[src/rtl/ft601_rd_ctrl.sv]
`default_nettype none
`timescale 1ns/1ps
// +--------------------------------------------------------------------------+
// | ft601_rd_ctrl: FT601 245-mode read burst controller with FWFT receive FIFO |
// | Revision: 1.0                                                            |
// +--------------------------------------------------------------------------+
module ft601_rd_ctrl #(
  parameter int DEPTH  = 16,
  parameter int MARGIN = 4
) (
  input  logic                   rd_clk,
  input  logic                   rd_reset_n,
  input  logic                   ft_rxf_n,
  input  logic [31:0]            ft_data_in,
  input  logic [3:0]             ft_be_in,
  output logic                   ft_oe_n,
  output logic                   ft_rd_n,
  output logic [35:0]            out_data,
  output logic                   out_valid,
  input  logic                   out_ready,
  output logic [$clog2(DEPTH):0] level,
  output logic                   overrun,
  output logic                   busy
);

  localparam int c_AW = $clog2(DEPTH);
  localparam int c_LW = c_AW + 1;
  localparam logic [c_LW-1:0] c_FULL  = c_LW'(DEPTH);
  localparam logic [c_LW-1:0] c_LIMIT = c_LW'(DEPTH - MARGIN);

  typedef enum logic [1:0] {
    S_IDLE = 2'd0,
    S_TURN = 2'd1,
    S_READ = 2'd2,
    S_END  = 2'd3
  } state_t;

  state_t          r_state;
  logic            r_oe_n;
  logic            r_rd_n;
  logic            r_busy;
  logic            r_overrun;
  logic [35:0]     r_mem [DEPTH];
  logic [c_AW-1:0] r_wr_ptr;
  logic [c_AW-1:0] r_rd_ptr;
  logic [c_LW-1:0] r_level;

  logic            w_push;
  logic            w_pop;
  logic            w_full;
  logic            w_wr_en;
  logic [c_LW-1:0] w_level_next;
  logic            w_room_now;
  logic            w_room_next;

  // A word is on the bus only when our registered strobe is low and the FT601 still has data
  assign w_push       = ~r_rd_n & ~ft_rxf_n;
  assign w_pop        = out_valid & out_ready;
  assign w_full       = (r_level == c_FULL);
  assign w_wr_en      = w_push & (~w_full | w_pop);
  assign w_level_next = r_level + c_LW'(w_wr_en) - c_LW'(w_pop);
  assign w_room_now   = (r_level < c_LIMIT);
  assign w_room_next  = (w_level_next < c_LIMIT);

  assign out_valid = (r_level != '0);
  assign out_data  = out_valid ? r_mem[r_rd_ptr] : 36'h0;
  assign level     = r_level;
  assign overrun   = r_overrun;
  assign ft_oe_n   = r_oe_n;
  assign ft_rd_n   = r_rd_n;
  assign busy      = r_busy;

  // Storage is not reset; out_data is masked while the FIFO is empty
  always_ff @(posedge rd_clk) begin
    if (w_wr_en) begin
      r_mem[r_wr_ptr] <= {ft_be_in, ft_data_in};
    end
  end

  always_ff @(posedge rd_clk or negedge rd_reset_n) begin
    if (!rd_reset_n) begin
      r_wr_ptr  <= '0;
      r_rd_ptr  <= '0;
      r_level   <= '0;
      r_overrun <= 1'b0;
    end else begin
      if (w_wr_en) begin
        r_wr_ptr <= r_wr_ptr + c_AW'(1);
      end
      if (w_pop) begin
        r_rd_ptr <= r_rd_ptr + c_AW'(1);
      end
      r_level <= w_level_next;
      if (w_push && w_full && !w_pop) begin
        r_overrun <= 1'b1;
      end
    end
  end

  // Outputs are loaded with the values belonging to the state being entered
  always_ff @(posedge rd_clk or negedge rd_reset_n) begin
    if (!rd_reset_n) begin
      r_state <= S_IDLE;
      r_oe_n  <= 1'b1;
      r_rd_n  <= 1'b1;
      r_busy  <= 1'b0;
    end else begin
      case (r_state)
        S_IDLE: begin
          if (!ft_rxf_n && w_room_now) begin
            r_state <= S_TURN;
            r_oe_n  <= 1'b0;
            r_rd_n  <= 1'b1;
            r_busy  <= 1'b1;
          end
        end
        S_TURN: begin
          r_state <= S_READ;
          r_oe_n  <= 1'b0;
          r_rd_n  <= 1'b0;
          r_busy  <= 1'b1;
        end
        S_READ: begin
          if (!ft_rxf_n && w_room_next) begin
            r_state <= S_READ;
            r_oe_n  <= 1'b0;
            r_rd_n  <= 1'b0;
            r_busy  <= 1'b1;
          end else begin
            r_state <= S_END;
            r_oe_n  <= 1'b1;
            r_rd_n  <= 1'b1;
            r_busy  <= 1'b1;
          end
        end
        S_END: begin
          r_state <= S_IDLE;
          r_oe_n  <= 1'b1;
          r_rd_n  <= 1'b1;
          r_busy  <= 1'b0;
        end
        default: begin
          r_state <= S_IDLE;
          r_oe_n  <= 1'b1;
          r_rd_n  <= 1'b1;
          r_busy  <= 1'b0;
        end
      endcase
    end
  end

endmodule
`default_nettype wire
[config.mk]
export PLATFORM = sky130hd
export DESIGN_NAME = ft601_rd_ctrl
export DESIGN_NICKNAME = d
export VERILOG_FILES = /design/src/rtl/ft601_rd_ctrl.sv
export SDC_FILE = /design/constraint.sdc
export NUM_CORES = 1
export LEC_CHECK = 0
export ABC_AREA = 1
export CORE_MARGIN = 2
export CORE_UTILIZATION = 50
export DETAILED_ROUTE_END_ITERATION = 12
export GPL_ROUTABILITY_DRIVEN = 0
export PLACE_DENSITY_LB_ADDON = 0.25
export SYNTH_ARGS = -nofsm -noshare
export SYNTH_HDL_FRONTEND = slang
export SYNTH_SLANG_ARGS = --single-unit
[constraint.sdc]
create_clock -name rd_clk -period 6.8 [get_ports rd_clk]
set_input_delay 1.36 -clock rd_clk [delete_from_list [all_inputs] [get_ports rd_clk]]
set_output_delay 1.36 -clock rd_clk [all_outputs]
set_load 0.01 [all_outputs]
After elaboration in Yosys (flattened, before gate mapping)

Memory sizes are Yosys's and may differ from the RTL's.
Cells that the tools add are included.

Add/sub/neg operators: 4
Multiplexer cells: 12
Bitwise operators: 7
Equal/unequal tests: 5
Reductions and logical operators: 9
Order comparisons: 2

Operators with widths:

| operator                                             | count |
|---|---|
| two-way mux 36 bit                                   | 1 |
| < comparator 5 x 4 -> 1 bit (second input constant)  | 2 |
| adder 4 x 1 -> 4 bit (second input constant)         | 2 |
| case mux 1 bit (4 select lines)                      | 2 |
| case mux 2 bit (4 select lines)                      | 1 |
| two-way mux 1 bit                                    | 6 |
| adder 5 x 1 -> 5 bit                                 | 1 |
| equality test 5 bit (second input constant)          | 1 |
| nonzero test 5 bit                                   | 1 |
| subtractor 5 x 1 -> 5 bit                            | 1 |
| equality test 2 bit (second input constant)          | 2 |
| logical AND 1 bit                                    | 4 |
| bitwise AND 1 bit                                    | 3 |
| NOT 1 bit                                            | 3 |
| case mux 1 bit (3 select lines)                      | 1 |
| equality test 2 x 1 -> 1 bit (second input constant) | 1 |
| logical NOT 1 bit                                    | 2 |
| logical NOT 2 bit                                    | 1 |
| two-way mux 2 bit                                    | 1 |
| inequality test 2 bit (second input constant)        | 1 |
| OR reduction 2 bit                                   | 1 |
| bitwise OR 1 bit                                     | 1 |

Word-level logic and storage cells: 48
Memories: 1
Output and inout port bits: 46
Memory bits (writable): 576
Input bits: 40
Register bits: 19

Memories:

| memory | words | width | read ports | clocked after Yosys merged registers in | write ports | RTL line | RTL |
|---|---|---|---|---|---|---|---|
| r_mem  | 16    | 36    | 1          | 0                                       | 1           | 43       | `logic [35:0] r_mem [DEPTH];` |

Logic depth before layout (Yosys ltp)

Gate-level depths: netlist (run 1).

Word-level depth: 10
Depth in mapped cells: 18
Mapped depth without buffers: 18

Worst setup path after synthesis (run 1)

Ideal clock, no wire load.

Kind: input to register
Start: input port ft_rxf_n
End: memory r_mem[11][0], enable pin
Data required time: 6.371 ns
Library setup time: 0.429 ns
Stages: 5
Setup slack: 3.008 ns
Buffers on the path: 0
Data arrival time: 3.363 ns
Cell sequence: nor2_1 > nand2_1 > nor2_1 > inv_1 > nor2_1

Word-level cells in the longest chain between the ends: 5

RTL lines:

| what                                    | RTL line | RTL |
|---|---|---|
| start, declared                         | 13       | `input logic ft_rxf_n,` |
| NOT 1 bit                               | 57       | `assign w_push = ~r_rd_n & ~ft_rxf_n;` |
| bitwise AND 1 bit                       | 57       |  |
| bitwise AND 1 bit                       | 60       | `assign w_wr_en = w_push & (~w_full \| w_pop);` |
| two-way mux 1 bit                       | 75       | `if (w_wr_en) begin` |
| two-way mux 1 bit (implied by the code) | 76       | `r_mem[r_wr_ptr] <= {ft_be_in, ft_data_in};` |
| end, declared                           | 43       |  |

Every way passes these cells.

Final worst setup path (run 1)

Start: register r_rd_ptr[0]
End: output port out_data[16]

Word-level cells in the longest chain between the ends: 2

RTL lines:

| what                      | RTL line | RTL |
|---|---|---|
| start, declared           | 45       | `logic [c_AW-1:0] r_rd_ptr;` |
| start signal, assigned    | 91       | `r_rd_ptr <= r_rd_ptr + c_AW'(1);` |
| memory read (16 x 36 bit) | n/a      |  |
| two-way mux 36 bit        | 66       | `assign out_data = out_valid ? r_mem[r_rd_ptr] : 36'h0;` |
| end, declared             | 18       | `output logic [35:0] out_data,` |

Every way passes these cells.

==> results of run 1 <==
sequential cells by signal (all words and copies together), names as in the netlist:
| signal | flops |
|---|---|
| ft_rd_n | 1 |
| r_wr_ptr | 4 |
| r_rd_ptr | 4 |
| ft_oe_n | 1 |
| busy | 1 |
| r_mem | 576 |
| overrun | 1 |
| r_state | 2 |
| level | 5 |
kinds of logic (layout without fill, tap and decap cells):
family                   after synthesis  after routing
AO/OA/AOI/OAI                        118            118
XOR/XNOR                               7              7
adder cells (fa/ha/maj)               17             17
buffers and inverters                149            248
flip-flops                           595            595
AND/OR/NAND/NOR                     1068           1068
placed cells by master, fill, tap and decap left out, drive strengths merged, types with 2 or more instances in the layout:
| cell | instances |
|---|---|
| clkdlybuf4s50 | 85 |
| inv | 29 |
| bufinv | 3 |
| edfxtp | 576 |
| dfstp | 2 |
| buf | 29 |
| o21a | 36 |
| dfrtp | 17 |
| clkinv | 20 |
| clkinvlp | 4 |
| ha | 16 |
| nand3 | 439 |
| nand4 | 2 |
| nand2 | 600 |
| xor2 | 6 |
| a21oi | 77 |
| clkbuf | 78 |
| o21ai | 4 |
| nor2 | 24 |
how the worst min path moves through the flow:
stage	endpoint	slack, ns	cells past startpoint
after global routing	overrun	0.51	1
final	overrun	0.49	1
after global placement	overrun	0.48	1
after CTS	overrun	0.49	1
after detailed placement	overrun	0.46	1
after floorplan	r_wr_ptr[2]	0.50	1
where the power goes:
group	total (W)	internal (W)	leakage, nW	switching, W
sequential	0.00446	0.00426	5.40	0.000198
clock	0.00309	0.00178	0.895	0.00132
combinational	0.00407	0.00147	3.24	0.00260
metrics by stage:
stage	power (W)	utilization [%]	hold WS, ns	setup slack, ns	std cells
2_1_floorplan	0.00709	-	0.501	3.01	1954
3_3_place_gp	0.00853	53.5	0.477	2.02	2563
3_5_place_dp	0.00859	53.5	0.457	2.00	2563
6_report	0.0116	57.3	0.485	1.22	2668
5_1_grt	0.0122	57.3	0.512	1.08	2668
4_1_cts	0.0117	57.3	0.485	1.35	2668
worst register-to-register path, stage by stage, from the launching register on:
cell and delay [ns]:
dfrtp_1 0.40, inv_1 0.09, ha_1 0.19, nor3b_1 0.17, nand2_2 0.07, buf_4 0.58, nand2_1 0.19, inv_1 0.20
ha_1 0.27, inv_1 0.06, ha_1 0.15, inv_1 0.06, fa_1 0.43, nand3b_1 0.20, nand2_1 0.09, nand2_1 0.05
nand2_1 0.07, nand3_1 0.08, nand2_1 0.11, a21oi_1 0.08
layout make-up:
class | count | area (µm²) | share of cell area [%]
clock inverter | 27 | 215 | 0.790
multi-input combinational | 1210 | 5660 | 20.8
inverter | 29 | 119 | 0.436
timing repair buffer | 114 | 1080 | 3.97
clock buffer | 78 | 1620 | 5.95
sequential | 595 | 17800 | 65.3
tap | 615 | 769 | 2.82
metal layers:
| metal | up-vias | GRT usage (%) |
|---|---|---|
| met4 | 4 | 6.84 |
| li1 | 7047 | - |
| met2 | 630 | 38.7 |
| met3 | 107 | 4.10 |
| met1 | 7444 | 32.0 |
| met5 | - | 0 |
==> results by group, run 1 <==
Clock network
  • # Post-CTS Setup Buffers: 0
  • Clk root buf: clkbuf_16
  • CTS sink count: 595
  • Clock tree buffer depth: 3
  • CTS Buf Count: 59
  • Cells resized by post-CTS repair: 0
  • Post-CTS Hold Buffers: 0
  • Worst-path clk slew: 0.06 ns
  • Clk_lat worst skew: 0.62 ns
  • H-Tree Depth: 2
  • CTS tree: yes

Final layout
  • Area delta synth->final: 13.5%
  • Layout fillers: 3759
  • N_diodes: 0
  • Final nets: 2066
  • Layout cells sized above 1: 6.87%
  • Fin area: 27300 µm²

Route
  • Met1 wire length: 24400 µm
  • Detailed Routing Iterations Pass 1: 5
  • WL/cell: 21.7 µm
  • Vias: 15232
  • Final WL: 58000 µm
  • DR DRC count: 0
  • WL met3: 4480 µm
  • Iteration-0 DRC Markers: 1732
  • Routed wire length on met2: 27700 µm
  • DRT antenna net count: 0
  • Via/cell ratio: 5.71
  • Top sig layer: met5

Setup path
  • Flop2flop setup slack: 3.14 ns
  • Depth of the most critical reg-to-reg path: 19
  • CP Data Arrival Time: 4.22 ns
  • CP max FO: 191
  • Crit path buf inv count: 3
  • Worst R2R End: r_state[0]
  • CP most frequent cell: nand3_1
  • CP endpoint: out_data[16]
  • Slowest cell on crit path: inv_8
  • CP Class: register to output port
  • Worst path cell trace: inv_8 -> buf_4 -> nand2_1 -> nand3_1 -> nand3_1 -> a21oi_1 -> o21a_1 -> clkdlybuf4s50_1
  • Crit path depth: 8
  • Critical path's largest stage delay: 0.84 ns
  • Critical R2R Launch: level[2]
  • CP Launch Type: register
  • Worst Setup End Kind: output port
  • Worst EP required: 5.44 ns
  • Crit-path leading delay family: buffers and inverters
  • Crit path from: r_rd_ptr[0]

Timing
  • Slew headroom: 16.4%
  • Final hold violation count: 0
  • Setup TNS Final: 0 ns
  • Fmax: 0.179 GHz
  • Endpoints failing setup: 0
  • Min cycle time layout: 5.58 ns
  • Measured slew at the worst slew-check pin: 1.25 ns
  • Final Cycle Share: 82.0%
  • Unrepaired setup endpoints after global routing: false
  • Final Skew: 0.0160 ns
  • Slew Limit Fails: 0

Power
  • Total power per unit cell area: 426 nW/µm²
  • Maximum vdd drop: 592 µV
  • Pleak: 9.53 nW

Yosys
  • Top_reg_cell synth: edfxtp_1
  • Yosys reg bits: 595
  • Asr flop ratio synth: 3.19%
  • Post-synthesis cell area: 24000 µm²
  • Post-synthesis adder-cell area fraction: 0.917%
  • Syn nets: 2011
  • Synth Instances: 1954
  • Syn avg cell area: 12.3 µm²
  • Unique cell type count in the Yosys netlist: 24
  • Mux cell area share after synthesis: 0%
  • Post-synth EDFFs: 576
  • Yosys top cell area share: 72.1%
  • Register area share after synthesis: 74.1%
  • Largest family of logic cells by synthesized area: simple AND/OR/NAND/NOR gates
  • Post-synthesis xor/xnor area fraction: 0.255%
  • Area leader, netlist: edfxtp_1
  • Top cells by count, synth: 600 x nand2_1, 576 x edfxtp_1, 439 x nand3_1, 77 x a21oi_1, 59 x buf_2
  • Top-count cell post-synth: nand2_1
  • Simple-gate share of the synthesized area: 19.1%
  • Compound-gate portion of the synthesized area: 2.85%
  • Top cells by area, synth: edfxtp_1 72%, nand2_1 9.4%, nand3_1 9.2%
  • Yosys warnings: 0

Floorplanning
  • Die width: 223 µm
  • Row count: 80
  • Core area: 47500 µm²
  • # IOs: 86
  • Die Y: 223 µm
  • Die area: 49800 µm²
  • Initial Util: 50.5%

Placement
  • DP HPWL: 27600 µm
  • Cell Area, Placed: 25400 µm²
  • PortBufs: 85

Global route
  • Vias in the first global route: 15135
  • Largest net degree at the start of global routing: 239
  • First-pass GRT wire length: 88200 µm
  • GRT overflow: 0
  • Total track usage: 23.4%
  • Antenna violations before repair: 2

Hold path
  • Min-delay src: overrun
  • Hold WC Path Type: register to register

Job
  • Max Cap Viol: 0

Run status
  • Status: complete, no violations
Power figures use the tool's default switching activity.
==> inputs of run 2 (changes only) <==
Clock period 6.8 ns to 4.9 ns, I/O delays scaled along.
==> results by group, run 2 (synthesized netlist as in run 1, its figures left out) <==
Run status
  • Status: complete, no violations (unchanged)

Final layout
  • Layout cells sized above 1: 7.36% (was 6.87%)
  • Commonest non-fill, non-tap cell in the layout: nand2_1 (unchanged)
  • Area delta synth->final: 14.0% (was 13.5%)
  • Largest Register: r_mem (unchanged)
  • Layout fillers: 3737 (was 3759)
  • Commonest non-fill, non-tap cells in the layout: 599 x nand2_1, 576 x edfxtp_1, 439 x nand3_1, 85 x clkdlybuf4s50_1, 77 x a21oi_1 (unchanged)
  • Max reg flops: 576 (unchanged)
  • Final nets: 2076 (was 2066)

Clock network
  • CTS tree: yes (unchanged)
  • Worst-path clk slew: 0.06 ns (about the same)
  • Clock tree buffer depth: 3 (unchanged)
  • # Post-CTS Setup Buffers: 0 (unchanged)
  • Cells resized by post-CTS repair: 0 (unchanged)
  • Clk_lat worst skew: 0.62 ns (about the same)
  • CTS Buf Count: 58 (was 59)
  • Post-CTS Hold Buffers: 0 (unchanged)
  • H-Tree Depth: 2 (unchanged)
  • Clk root buf: clkbuf_16 (unchanged)
  • CTS sink count: 595 (unchanged)

Setup path
  • CP Data Arrival Time: 3.30 ns (was 4.22 ns)
  • Worst R2R End: r_state[0] (unchanged)
  • Depth of the most critical reg-to-reg path: 18 (was 19)
  • Worst Setup End Kind: output port (unchanged)
  • CP Launch Type: register (unchanged)
  • Slowest cell on crit path: dfrtp_4 (was inv_8)
  • Worst EP required: 3.92 ns (was 5.44 ns)
  • CP Class: register to output port (unchanged)
  • Critical path's largest stage delay: 0.59 ns (was 0.84 ns)
  • CP most frequent cell: nand3_1 (unchanged)
  • Critical R2R Launch: level[2] (unchanged)
  • CP max FO: 92 (was 191)
  • Flop2flop setup slack: 1.49 ns (was 3.14 ns)
  • Worst path cell trace: inv_8 -> buf_4 -> nand2_1 -> nand3_1 -> nand3_1 -> a21oi_1 -> o21a_1 -> clkdlybuf4s50_1 (unchanged)

Power
  • Total power per unit cell area: 584 nW/µm² (was 426 nW/µm²)
  • Maximum vdd drop: 395 µV (was 592 µV)
  • Total power: 0.0160 W (was 0.0116 W)
  • Pleak: 9.59 nW (was 9.53 nW)

Timing
  • Slew Limit Fails: 0 (unchanged)
  • Endpoints failing setup: 0 (unchanged)
  • Final Skew: 0.0282 ns (was 0.0160 ns)
  • Fmax: 0.234 GHz
  • Setup TNS Final: 0 ns (unchanged)
  • Min cycle time layout: 4.28 ns
  • Slew headroom: 22.9% (was 16.4%)
  • Final hold violation count: 0 (unchanged)
  • Final Cycle Share: 87.4%
  • Measured slew at the worst slew-check pin: 1.15 ns (was 1.25 ns)
  • Unrepaired setup endpoints after global routing: false (unchanged)

Route
  • DR DRC count: 0 (unchanged)
  • Iteration-0 DRC Markers: 1540 (was 1732)
  • WL/cell: 21.3 µm (was 21.7 µm)
  • Via/cell ratio: 5.66 (was 5.71)
  • Vias: 15168 (was 15232)
  • Final WL: 57100 µm (was 58000 µm)
  • Detailed Routing Iterations Pass 1: 5 (unchanged)
  • DRT antenna net count: 0 (unchanged)

Placement
  • PortBufs: 85 (unchanged)
  • DP HPWL: 28100 µm (was 27600 µm)

Hold path
  • Hold EP: busy (was overrun)
  • Hold WC Path Type: register to register (unchanged)
  • Min-delay src: busy (was overrun)
  • Worst hold path depth: 2 (was 1)

Floorplanning
  • # IOs: 86 (unchanged)
  • Row count: 80 (unchanged)
  • Initial Util: 50.5% (unchanged)
  • Die area: 49800 µm² (unchanged)
  • Die width: 223 µm (unchanged)
  • Core area: 47500 µm² (unchanged)
  • Die Y: 223 µm (unchanged)

Global route
  • First-pass GRT wire length: 87600 µm (was 88200 µm)
  • Largest net degree at the start of global routing: 189 (was 239)
  • Antenna violations before repair: 3 (was 2)
  • GRT overflow: 0 (unchanged)
  • Total track usage: 23.3% (was 23.4%)
  • Vias in the first global route: 14919 (was 15135)

Job
  • Max Cap Viol: 0 (unchanged)
## run 2: cell count changes in the layout (fill, tap and decap cells not counted), moves of 3 or more
cell and delta:
buf_12 +11, clkinv_2 +7, clkinv_1 +4, clkbuf_1 -4, clkbuf_8 -3, clkbuf_16 -3
## run 2: worst max path at each step
stage	depth (start not counted)	slack, ns	startpoint	end
2_1_floorplan	5	1.49	ft_rxf_n	r_mem[11][0]
3_3_place_gp	8	1.27	r_rd_ptr[0]	out_data[4]
3_5_place_dp	8	1.25	r_rd_ptr[0]	out_data[3]
4_1_cts	8	0.60	r_rd_ptr[0]	out_data[26]
5_1_grt	8	0.41	r_rd_ptr[0]	out_data[26]
6_report	8	0.62	r_rd_ptr[0]	out_data[26]
## run 2: final cells by class
class,instances,area (µm²),share of cell area [%]
diodes,1,2.50,0.00914
clock buffers,68,1490,5.44
clock inverters,37,244,0.891
inverters,29,119,0.434
multi-input cells,1210,5660,20.7
flip-flops and latches,595,17800,65.0
well taps,615,769,2.81
repair buffers,125,1300,4.75
## run 2: metal layers
layer	vias to the layer above	wire, µm	global-route usage, %
met1	7380	24100	32.4
li1	7069	-	-
met2	595	27300	37.8
met3	120	4330	4.45
met4	4	1390	7.04
met5	-	22	0
## run 2: metrics by stage
step	instance area, µm²	util (%)	instances	setup WS, ns	hold WS, ns
6_report	27400	57.6	2680	0.618	0.485
5_1_grt	27400	57.6	2679	0.410	0.517
4_1_cts	27400	57.6	2679	0.597	0.491
3_5_place_dp	25600	53.9	2574	1.25	0.472
3_3_place_gp	25600	53.9	2574	1.27	0.482
2_1_floorplan	24000	-	1954	1.49	0.501
## run 2: report_power, final
group          internal [W]  switching (W)  leakage, nW
sequential          0.00591       0.000247         5.40
clock               0.00227        0.00183        0.858
combinational       0.00210        0.00363         3.33
## run 2: critical path: cells and delay by family (launching register included)
kind / cells / cell delay (ns)
flops: 1 / 0.59
buf+inv: 3 / 1.40
simple gates: 3 / 0.29
compound gates: 2 / 0.37
==> inputs of run 3 (changes only) <==
Settings changed: CAP_MARGIN set to 15.
==> results of run 3 <==
Final layout, timing and power as in run 2 (identical DEF).
